--- src/rtl/id_stage_day16.sv ---
// Instruction-decode stage: IF/ID register, 16x8 register file with write-back
// bypass, opcode decode, load-use hazard detection and the ID/EX register.
module id_stage_day16 (
  input  logic        clk,
  input  logic        rstn,
  input  logic [7:0]  if_pc,
  input  logic [19:0] if_instr,
  input  logic        flush,
  input  logic        wb_we,
  input  logic [3:0]  wb_rd,
  input  logic [7:0]  wb_data,
  output logic        pc_write,
  output logic        ex_valid,
  output logic [7:0]  ex_pc,
  output logic [3:0]  ex_opcode,
  output logic [3:0]  ex_rd,
  output logic [3:0]  ex_rs1,
  output logic [3:0]  ex_rs2,
  output logic [7:0]  ex_a,
  output logic [7:0]  ex_b,
  output logic [7:0]  ex_imm,
  output logic        ex_reg_write,
  output logic        ex_mem_read
);

  typedef struct packed {
    logic       valid;
    logic [7:0] pc;
    logic [3:0] opcode;
    logic [3:0] rd;
    logic [3:0] rs1;
    logic [3:0] rs2;
    logic [7:0] a;
    logic [7:0] b;
    logic [7:0] imm;
    logic       reg_write;
    logic       mem_read;
  } idex_t;

  logic        id_valid_q, id_valid_d;
  logic [7:0]  id_pc_q, id_pc_d;
  logic [19:0] id_instr_q, id_instr_d;
  logic [7:0]  rf_q [16];
  logic [7:0]  rf_d [16];
  idex_t       ex_q, ex_d;

  logic [3:0]  id_op, id_rd, id_rs1, id_rs2;
  logic [7:0]  id_imm, rd_a, rd_b;
  logic        uses_rs1, uses_rs2, writes_rd, reads_mem;
  logic        stall;

  // r0 is hard-wired to zero; a same-cycle write-back is forwarded to the reader.
  function automatic logic [7:0] read_port(input logic [3:0] rs, input logic [7:0] stored,
                                           input logic we, input logic [3:0] wrd,
                                           input logic [7:0] wdata);
    if (rs == 4'd0)             return 8'd0;
    else if (we && (wrd == rs)) return wdata;
    else                        return stored;
  endfunction

  assign id_op  = id_instr_q[19:16];
  assign id_rd  = id_instr_q[15:12];
  assign id_rs1 = id_instr_q[11:8];
  assign id_rs2 = id_instr_q[7:4];
  assign id_imm = id_instr_q[7:0];

  // NOTE: every always_comb output gets a default first so no latch is inferred.
  always_comb begin
    uses_rs1  = 1'b0;
    uses_rs2  = 1'b0;
    writes_rd = 1'b0;
    reads_mem = 1'b0;
    case (id_op) inside
      [4'h1:4'h7]: begin uses_rs1 = 1'b1; uses_rs2 = 1'b1; writes_rd = 1'b1; end
      4'h8:        begin uses_rs1 = 1'b1; writes_rd = 1'b1; reads_mem = 1'b1; end
      4'h9:        begin uses_rs1 = 1'b1; uses_rs2 = 1'b1; end
      4'hA:        begin uses_rs1 = 1'b1; writes_rd = 1'b1; end
      4'hB:        begin uses_rs1 = 1'b1; uses_rs2 = 1'b1; end
      default:     ;
    endcase
  end

  assign rd_a = read_port(id_rs1, rf_q[id_rs1], wb_we, wb_rd, wb_data);
  assign rd_b = read_port(id_rs2, rf_q[id_rs2], wb_we, wb_rd, wb_data);

  assign stall = ex_q.valid & ex_q.mem_read & (ex_q.rd != 4'd0) & id_valid_q &
                 ((uses_rs1 & (ex_q.rd == id_rs1)) | (uses_rs2 & (ex_q.rd == id_rs2)));

  assign pc_write = ~stall | flush;

  always_comb begin
    rf_d = rf_q;
    if (wb_we && (wb_rd != 4'd0)) rf_d[wb_rd] = wb_data;
  end

  always_comb begin
    id_valid_d = id_valid_q;
    id_pc_d    = id_pc_q;
    id_instr_d = id_instr_q;
    ex_d       = '0;
    if (flush) begin
      id_valid_d = 1'b0;
    end else if (!stall) begin
      id_valid_d = 1'b1;
      id_pc_d    = if_pc;
      id_instr_d = if_instr;
      ex_d.valid     = id_valid_q;
      ex_d.pc        = id_pc_q;
      ex_d.opcode    = id_op;
      ex_d.rd        = id_rd;
      ex_d.rs1       = id_rs1;
      ex_d.rs2       = id_rs2;
      ex_d.a         = rd_a;
      ex_d.b         = rd_b;
      ex_d.imm       = id_imm;
      ex_d.reg_write = writes_rd & id_valid_q;
      ex_d.mem_read  = reads_mem & id_valid_q;
    end
    // A stall leaves IF/ID untouched and sends the all-zero bubble to EX.
  end

  // NOTE: sequential state uses non-blocking assignments only, so every flop
  // samples the pre-edge value of its neighbours.
  // NOTE: the register file is reset like any other flop because software
  // relies on every register reading zero after reset.
  always_ff @(posedge clk or negedge rstn) begin
    if (!rstn) begin
      id_valid_q <= 1'b0;
      id_pc_q    <= '0;
      id_instr_q <= '0;
      rf_q       <= '{default: '0};
      ex_q       <= '0;
    end else begin
      id_valid_q <= id_valid_d;
      id_pc_q    <= id_pc_d;
      id_instr_q <= id_instr_d;
      rf_q       <= rf_d;
      ex_q       <= ex_d;
    end
  end

  assign ex_valid     = ex_q.valid;
  assign ex_pc        = ex_q.pc;
  assign ex_opcode    = ex_q.opcode;
  assign ex_rd        = ex_q.rd;
  assign ex_rs1       = ex_q.rs1;
  assign ex_rs2       = ex_q.rs2;
  assign ex_a         = ex_q.a;
  assign ex_b         = ex_q.b;
  assign ex_imm       = ex_q.imm;
  assign ex_reg_write = ex_q.reg_write;
  assign ex_mem_read  = ex_q.mem_read;

endmodule

--- config.mk ---
export PLATFORM = sky130hd
export DESIGN_NAME = id_stage_day16
export DESIGN_NICKNAME = d
export VERILOG_FILES = /design/src/rtl/id_stage_day16.sv
export SDC_FILE = /design/constraint.sdc
export NUM_CORES = 1
export LEC_CHECK = 0
export ABC_CLOCK_PERIOD_IN_PS = 4650
export CAP_MARGIN = 20
export CORE_MARGIN = 4
export CORE_UTILIZATION = 44
export CTS_CLUSTER_DIAMETER = 200
export DETAILED_ROUTE_END_ITERATION = 10
export HOLD_SLACK_MARGIN = 0.12
export SYNTH_ARGS = -nofsm -noshare
export SYNTH_HDL_FRONTEND = slang
export SYNTH_SLANG_ARGS = --single-unit
--- constraint.sdc ---
create_clock -name clk -period 4.65 [get_ports clk]
set_input_delay 0.93 -clock clk [delete_from_list [all_inputs] [get_ports clk]]
set_output_delay 0.93 -clock clk [all_outputs]
set_load 0.05 [all_outputs]
==> impl_metrics.ini, run 1 <==
[detailed_routing]
drtPass1Iterations = 5
drtAntennaViolNets = 0
first_iter_violations = 337
vias = 6386
routed_wl_mm = 25.7
drc_errors = 0
wl_per_cell_um = 23.8
viasPerCell = 5.91

[clock_network]
post_cts_resized = 0
tritoncts = built
clkSlewWorstSetupHoldPaths_ns = 0.06
postCtsSetupBuffers = 0
clk_latency_ns = 0.51
cts_sinks = 204
clockBufferDepth = 3
cts_buffers = 23
htreeDepth = 1
hold_buffers = 0
cts_root_buf = clkbuf_16

[global_routing]
grt_max_degree = 102
antenna_found_initial = 0
track_usage_pct = 20.8
grt_first_pass_wirelength_mm = 40.0
grt_pass1_vias = 6811
gr-total-overflow = 0

[die]
die_y_um = 158
initial_core_util_pct = 44.9
boundaryPins = 96
die_area_mm2 = 0.0249
coreArea_mm2 = 0.0220
core.rowCount = 54
die_x_um = 158

[synthesis]
ys_ff_latch = 204
syn_nets = 771
syn-mean-instance-area_um2 = 13.6
synthDistinctLibCells = 40
syn-cell-area_mm2 = 0.00985
synth_edf_count = 0
syn_inst = 727
yosys_warnings = 0
async_flop_share_pct = 100
synth_top_flop_cell = dfrtp_1
synth_seq_area_share_pct = 51.8

[timing]
drv_slew = 0
setup_viol = 0
worst_pin_slew_ns = 1.06
whs_ns = 0.401
fin_tns_setup_ns = 0
slew-limit-headroom_pct = 29.2
finalHoldViolations = 0
timing.final.crit_share_pct = 78.8
fin_skew_ns = 0.0231
fin_crit_ns = 3.67
fmaxAchievable_ghz = 0.273
rsz0062_at_grt = no

[setup_path]
worst_ep_required_time_ns = 3.72
critPathCaptureType = primary output
worstSetupStartpointType = register
criticalPathCategory = reg2out
cp.arrival_ns = 2.74
crit_path_max_fanout = 11

[run]
cap_viol_max_count = 0

[place]
dpl-instance-area_mm2 = 0.0109
dp_hpwl_mm = 17.2
portBuffers = 95
place.gp.congestion = 0.819

[cells_and_area]
final_cell_area_mm2 = 0.0117
final_common_cell = dfrtp_1
syn2layout_area_growth_pct = 18.5
drive_above_1_share_pct = 28.7
final_nets = 828
num_antenna_cells = 0
final_cell_mix = dfrtp_1 (202), mux2_2 (145), clkdlybuf4s50_1 (94)

[pwr]
p_total_w = 0.00587
leakagePower_nw = 4.96
ir_drop_mv = 0.316
pwr_density_cell_mw_per_mm2 = 503

[hold_path]
min_path_type = reg2reg

[status]
status = finished, final reports clean
## critical path, cell delays in order, from the launching register on
cell and delay [ns]:
dfrtp_1 0.57, xor2_1 0.23, nor4_1 0.36, o21a_1 0.24, o211ai_1 0.11, clkdlybuf4s50_1 0.72
## sequential cells by signal, summed over array words and instances, names as in the netlist, 8 cells and up
signal / count
ex_pc: 8
ex_b: 8
id_instr_q: 20
id_pc_q: 8
ex_imm: 8
ex_a: 8
rf_q: 128
## area by class of cell
class / instances / area, µm²
Tap cell: 280 / 350
Fill cell: 1841 / 10300
Clock buffer: 35 / 651
Clock inverter: 7 / 139
Timing Repair Buffer: 104 / 1030
Inverter: 1 / 3.75
Multi-Input combinational cell: 450 / 4390
Sequential cell: 204 / 5110
## where the power goes
| group | switching (W) | internal, W |
|---|---|---|
| registers | 0.000244 | 0.00213 |
| clock network | 0.000711 | 0.00119 |
| logic | 0.000853 | 0.000746 |
| total | 0.00181 | 0.00406 |
## cell families (layout without fill, tap and decap cells)
family	after synthesis	after routing	share of synthesized area (%)
flip-flops	204	204	51.8
buffers and inverters	73	147	3.73
AO/OA/AOI/OAI	70	70	5.51
XOR/XNOR	16	16	1.42
AND/OR/NAND/NOR	118	118	6.73
multiplexers	246	246	30.8
## stage by stage
stage,util (%),cells,setup slack [ns]
floorplan,-,727,1.88
global placement,49.6,1039,1.27
detailed placement,49.6,1039,1.25
CTS,53.2,1081,0.988
global route,53.2,1081,0.932
finish,53.2,1081,0.984
## path summary, 6_finish.rpt
path | slack [ns] | cells past startpoint | to | startpoint
min in group asynchronous | 0.50 | 1 | ex_pc[0]$_DFF_PN0_ | rstn
worst max-delay path | 0.98 | 5 | pc_write | id_instr_q[7]$_DFFE_PN0P_
max in group asynchronous | 3.14 | 2 | ex_pc[7]$_DFF_PN0_ | rstn
worst min register to register | 0.40 | 0 | rf_q[125]$_DFFE_PN0P_ | rf_q[125]$_DFFE_PN0P_
worst min-delay path | 0.40 | 0 | rf_q[125]$_DFFE_PN0P_ | rf_q[125]$_DFFE_PN0P_
worst max register to register | 2.01 | 6 | ex_b[1]$_DFF_PN0_ | id_instr_q[4]$_DFFE_PN0P_
## synthesized netlist by cell type, types with 5 or more instances
| cell | number | area (µm²) |
|---|---|---|
| dfrtp_1 | 204 | 5100 |
| mux2_2 | 145 | 1630 |
| mux2i_1 | 68 | 681 |
| clkbuf_1 | 38 | 143 |
| o22ai_1 | 32 | 200 |
| and2_1 | 31 | 194 |
| mux4_2 | 30 | 676 |
| nand3_1 | 19 | 95.1 |
| nand2_1 | 18 | 67.6 |
| buf_2 | 16 | 80.1 |
| o2111a_1 | 16 | 180 |
| a211oi_1 | 14 | 105 |
| xor2_1 | 14 | 123 |
| nor2_1 | 13 | 48.8 |
| buf_4 | 9 | 67.6 |
| nand3b_1 | 6 | 45.0 |
| buf_6 | 5 | 56.3 |
| or3_1 | 5 | 31.3 |
## per-layer routing
layer	part of all wire, %	global-route usage [%]	wire, µm
met1	42	26.9	10700
met2	50	35.8	13000
met3	5.0	3.77	1290
met4	2.8	6.23	719
met5	0	0	0
(Power assumes the default switching activity.)
==> run 2, diff against run 1 <==
--- a/config.mk
+++ b/config.mk
@@ -5,7 +5,7 @@
 export SDC_FILE = /design/constraint.sdc
 export NUM_CORES = 1
 export LEC_CHECK = 0
-export ABC_CLOCK_PERIOD_IN_PS = 4650
+export ABC_CLOCK_PERIOD_IN_PS = 3500
 export CAP_MARGIN = 20
 export CORE_MARGIN = 4
 export CORE_UTILIZATION = 44
==> constraint.sdc (replaced) <==
create_clock -name clk -period 3.5 [get_ports clk]
set_input_delay 0.7 -clock clk [delete_from_list [all_inputs] [get_ports clk]]
set_output_delay 0.7 -clock clk [all_outputs]
set_load 0.05 [all_outputs]
==> run 2 against run 1 <==
Net effect: final cell count up 1.7%; global-route usage up 0.48 points; clock skew down 0.0064 ns; sequential power up 34%; critical path depth unchanged; wire length about the same; register-to-register slack worse by 1.0 ns; utilization up 0.85 points; hold slack worse by 0.24 ns; largest power group unchanged.
==> impl_metrics.ini, run 2 (synthesized netlist as in run 1, its figures left out) <==
[clock_network]
clkSlewWorstSetupHoldPaths_ns = 0.06
cts_sinks = 204
clockBufferDepth = 3
tritoncts = built
postCtsSetupBuffers = 0
hold_buffers = 0
htreeDepth = 1
cts_buffers = 24
cts_root_buf = clkbuf_16
clk_latency_ns = 0.51
post_cts_resized = 0

[die]
core.rowCount = 54
coreArea_mm2 = 0.0220
die_x_um = 158
die_area_mm2 = 0.0249
die_y_um = 158
boundaryPins = 96
initial_core_util_pct = 44.9

[setup_path]
cp.arrival_ns = 2.18
critPathTopFamily = flip-flops
critical_path_buf_inv_count = 1
reg2reg_slack_ns = 0.97
r2r-end = ex_b[4]$_DFF_PN0_
worstSetupStartpointType = register
regToRegStartpoint = id_instr_q[4]$_DFFE_PN0P_
cp_slowest_cell = dfrtp_2
reg2reg_depth = 5
criticalPathCategory = reg2out
crit_path_max_fanout = 15
critPathCaptureType = primary output
worst_ep_required_time_ns = 2.80
slowest_delay_ns = 0.55
cp_cell_sequence = xor2_1 > nor4_1 > o21a_1 > o211ai_1 > buf_4

[place]
dpl-instance-area_mm2 = 0.0110
dp_hpwl_mm = 17.5
portBuffers = 95
place.gp.congestion = 0.825

[timing]
timing.final.crit_share_pct = 82.4
fmaxAchievable_ghz = 0.347
fin_skew_ns = 0.0167
setup_viol = 0
finalHoldViolations = 0
slew-limit-headroom_pct = 43.1
drv_slew = 0
fin_crit_ns = 2.88
worst_pin_slew_ns = 0.851
fin_tns_setup_ns = 0
rsz0062_at_grt = no

[cells_and_area]
final_nets = 845
num_antenna_cells = 0
top_regs = rf_q: 128 flops, id_instr_q: 20 flops
drive_above_1_share_pct = 31.0
regMostFlops = rf_q
final_cell_area_mm2 = 0.0119
final_cell_mix = dfrtp_1 (202), mux2_2 (145), clkdlybuf4s50_1 (93)
final_common_cell = dfrtp_1
syn2layout_area_growth_pct = 20.4
largest_reg_flops = 128

[pwr]
p_int_w = 0.00549
p_total_w = 0.00791
p_comb_share_pct = 26.7
ir_drop_mv = 0.411
leakagePower_nw = 5.08
switching_share_pct = 30.6
pwr_density_cell_mw_per_mm2 = 667
clock_power_share_pct = 33.1
switching_power_w = 0.00242
pwr-share-seq_pct = 40.2

[detailed_routing]
drtPass1Iterations = 4
viasPerCell = 5.84
wl_per_cell_um = 23.4
routed_wl_mm = 25.7
vias = 6413
drtAntennaViolNets = 0
drc_errors = 0
first_iter_violations = 448

[global_routing]
use_met3_pct = 3.23
grt-busiest-layer = met2
gr-total-overflow = 0
grt_use_met1_pct = 28.5
track_usage_pct = 21.3
grt_first_pass_wirelength_mm = 40.8
met2_usage_pct = 35.7
grt_max_degree = 76
antenna_found_initial = 0
grt_pass1_vias = 6953

[run]
cap_viol_max_count = 0

[hold_path]
min_path_type = in2async

[status]
status = finished, final reports clean
-- run 2: power groups by stage --
stage	registers [W]	logic [W]	clock network, W
global route	0.00324	0.00227	0.00278
CTS	0.00318	0.00213	0.00267
finish	0.00318	0.00211	0.00262
global placement	0.00318	0.00209	0
floorplan	0.00346	0.00118	0
detailed placement	0.00321	0.00212	0
-- run 2: metrics by stage --
stage | worst slack [ns] | hold WS, ns | utilization (%) | std cells
2_1_floorplan | 0.964 | 0.404 | - | 727
3_3_place_gp | 0.770 | 0.384 | 50.2 | 1055
3_5_place_dp | 0.699 | 0.390 | 50.2 | 1055
4_1_cts | 0.577 | 0.172 | 54.0 | 1099
5_1_grt | 0.438 | 0.184 | 54.0 | 1099
6_report | 0.617 | 0.160 | 54.0 | 1099
-- run 2: layer usage --
metal	routed length [µm]	vias to the layer above	part of all wire, %
li1	-	2826	-
met1	11000	3344	43
met2	12600	193	49
met3	1310	50	5.1
met4	877	0	3.4
met5	0	-	0
-- run 2: how the worst max path moves through the flow --
stage               slack [ns]  cells after the start                 startpoint                     to
finish                    0.62                      5  id_instr_q[4]$_DFFE_PN0P_               pc_write
global route              0.44                      5  id_instr_q[4]$_DFFE_PN0P_               pc_write
CTS                       0.58                      5  id_instr_q[4]$_DFFE_PN0P_               pc_write
detailed placement        0.70                      4                      wb_we  rf_q[102]$_DFFE_PN0P_
global placement          0.77                      4                      wb_we  rf_q[100]$_DFFE_PN0P_
floorplan                 0.96                      4         ex_rd[0]$_DFF_PN0_               pc_write
-- run 2: layout make-up --
class,instances,area (µm²)
Fill cell,1803,10100
Sequential cell,204,5110
Multi-Input combinational cell,450,4390
Timing Repair Buffer,120,1160
Clock buffer,35,723
Tap cell,280,350
Clock inverter,9,123
Inverter,1,3.75
==> run 3, diff against run 2 <==
--- a/config.mk
+++ b/config.mk
@@ -5,7 +5,7 @@
 export SDC_FILE = /design/constraint.sdc
 export NUM_CORES = 1
 export LEC_CHECK = 0
-export ABC_CLOCK_PERIOD_IN_PS = 3500
+export ABC_CLOCK_PERIOD_IN_PS = 3000
 export CAP_MARGIN = 20
 export CORE_MARGIN = 4
 export CORE_UTILIZATION = 44
==> constraint.sdc (replaced) <==
create_clock -name clk -period 3 [get_ports clk]
set_input_delay 0.6 -clock clk [delete_from_list [all_inputs] [get_ports clk]]
set_output_delay 0.6 -clock clk [all_outputs]
set_load 0.05 [all_outputs]
==> run 3 against run 2 <==
Net effect: critical endpoint unchanged; critical path type unchanged; highest routed layer unchanged; first-iteration DRC count fell by 0.45%; critical path depth did not move; final area barely moved.
==> impl_metrics.ini, run 3 (synthesized netlist as in run 1, its figures left out) <==
[status]
status = finished, final reports clean

[detailed_routing]
drtAntennaViolNets = 0
drtPass1Iterations = 4
vias = 6487
wl_per_cell_um = 23.7
routed_wl_mm = 26.0
drc_errors = 0
first_iter_violations = 446
viasPerCell = 5.92

[global_routing]
grt_first_pass_wirelength_mm = 40.1
gr-total-overflow = 0
grt_max_degree = 67
grt_pass1_vias = 6881
track_usage_pct = 21.0
antenna_found_initial = 0

[clock_network]
cts_sinks = 204
postCtsSetupBuffers = 0
clkSlewWorstSetupHoldPaths_ns = 0.06
cts_root_buf = clkbuf_16
clk_latency_ns = 0.52
cts_buffers = 23
htreeDepth = 1
clockBufferDepth = 3
post_cts_resized = 0
tritoncts = built
hold_buffers = 1

[cells_and_area]
final_nets = 847
drive_above_1_share_pct = 30.8
regMostFlops = rf_q
final_common_cell = dfrtp_1
syn2layout_area_growth_pct = 20.4
final_util_pct = 54.0
num_antenna_cells = 0
top_regs = rf_q: 128 flops, id_instr_q: 20 flops
largest_reg_flops = 128
final_cell_mix = dfrtp_1 (202), mux2_2 (145), clkdlybuf4s50_1 (93)

[pwr]
ir_drop_mv = 0.403
leakagePower_nw = 5.07
pwr_density_cell_mw_per_mm2 = 769
p_total_w = 0.00912

[die]
initial_core_util_pct = 44.9
core.rowCount = 54
die_x_um = 158
boundaryPins = 96
die_y_um = 158
coreArea_mm2 = 0.0220
die_area_mm2 = 0.0249

[setup_path]
slowest_delay_ns = 0.56
crit_path_max_fanout = 11
critPathCaptureType = primary output
criticalPathCategory = reg2out
worstSetupStartpointType = register
cp.arrival_ns = 2.20
critical_path_buf_inv_count = 1
cp_cell_sequence = xor2_1 > nor4_1 > o21a_1 > o211ai_1 > buf_4
cp_slowest_cell = dfrtp_1
worst_ep_required_time_ns = 2.40
critPathTopFamily = flip-flops

[timing]
drv_slew = 0
fmaxAchievable_ghz = 0.357
fin_skew_ns = 0.0184
finalHoldViolations = 0
timing.final.crit_share_pct = 93.3
slew-limit-headroom_pct = 42.4
whs_ns = 0.398
fin_crit_ns = 2.80
rsz0062_at_grt = no
worst_pin_slew_ns = 0.861
fin_tns_setup_ns = 0
setup_viol = 0

[place]
dp_hpwl_mm = 17.7
portBuffers = 95
place.gp.congestion = 0.831

[hold_path]
min_path_type = reg2reg

[run]
cap_viol_max_count = 0
[run 3: cell count changes in the layout (fill, tap and decap cells not counted), sizes merged]
cell,change
inv,+1
clkinv,-1
clkbuf,-7
buf,+2
bufinv,+1
dlygate4sd3,+1
[run 3: worst paths after layout]
kind                                            from                     to  slack, ns  depth (start not counted)
hold reg to reg                rf_q[124]$_DFFE_PN0P_  rf_q[124]$_DFFE_PN0P_       0.40                          0
min in group asynchronous                       rstn     ex_pc[0]$_DFF_PN0_       0.63                          2
max in group asynchronous                       rstn   rf_q[72]$_DFFE_PN0P_       1.65                          3
setup / recovery           id_instr_q[7]$_DFFE_PN0P_               pc_write       0.20                          5
hold / removal                 rf_q[124]$_DFFE_PN0P_  rf_q[124]$_DFFE_PN0P_       0.40                          0
setup reg to reg           id_instr_q[4]$_DFFE_PN0P_      ex_b[1]$_DFF_PN0_       0.65                          6
[run 3: routing by layer]
metal | GRT usage [%] | share of wire [%] | vias to the layer above
met3 | 3.03 | 5.4 | 45
li1 | - | - | 2823
met5 | 0 | 0 | -
met4 | 5.94 | 2.7 | 0
met2 | 36.0 | 49 | 199
met1 | 28.2 | 43 | 3420
[run 3: metrics by stage]
step                setup WS [ns]  cell area [µm²]  std cells
floorplan                   0.564             9850        727
global placement            0.563            11100       1057
detailed placement          0.470            11100       1057
CTS                         0.144            11900       1096
global route               0.0352            11900       1096
finish                      0.202            11900       1096
[run 3: layout make-up]
type                       count  area [µm²]
multi-input combinational    450        4390
sequential                   204        5110
fill                        1797       10100
inverter                       1        3.75
clock inverter                10         168
tap                          280         350
clock buffer                  28         614
timing repair buffer         123        1230
[run 3: power by group]
| group | internal, W | switching [W] | leakage [nW] |
|---|---|---|---|
| Clock | 0.00180 | 0.00113 | 0.383 |
| Combinational | 0.00118 | 0.00128 | 2.17 |
| Sequential | 0.00330 | 0.000425 | 2.51 |
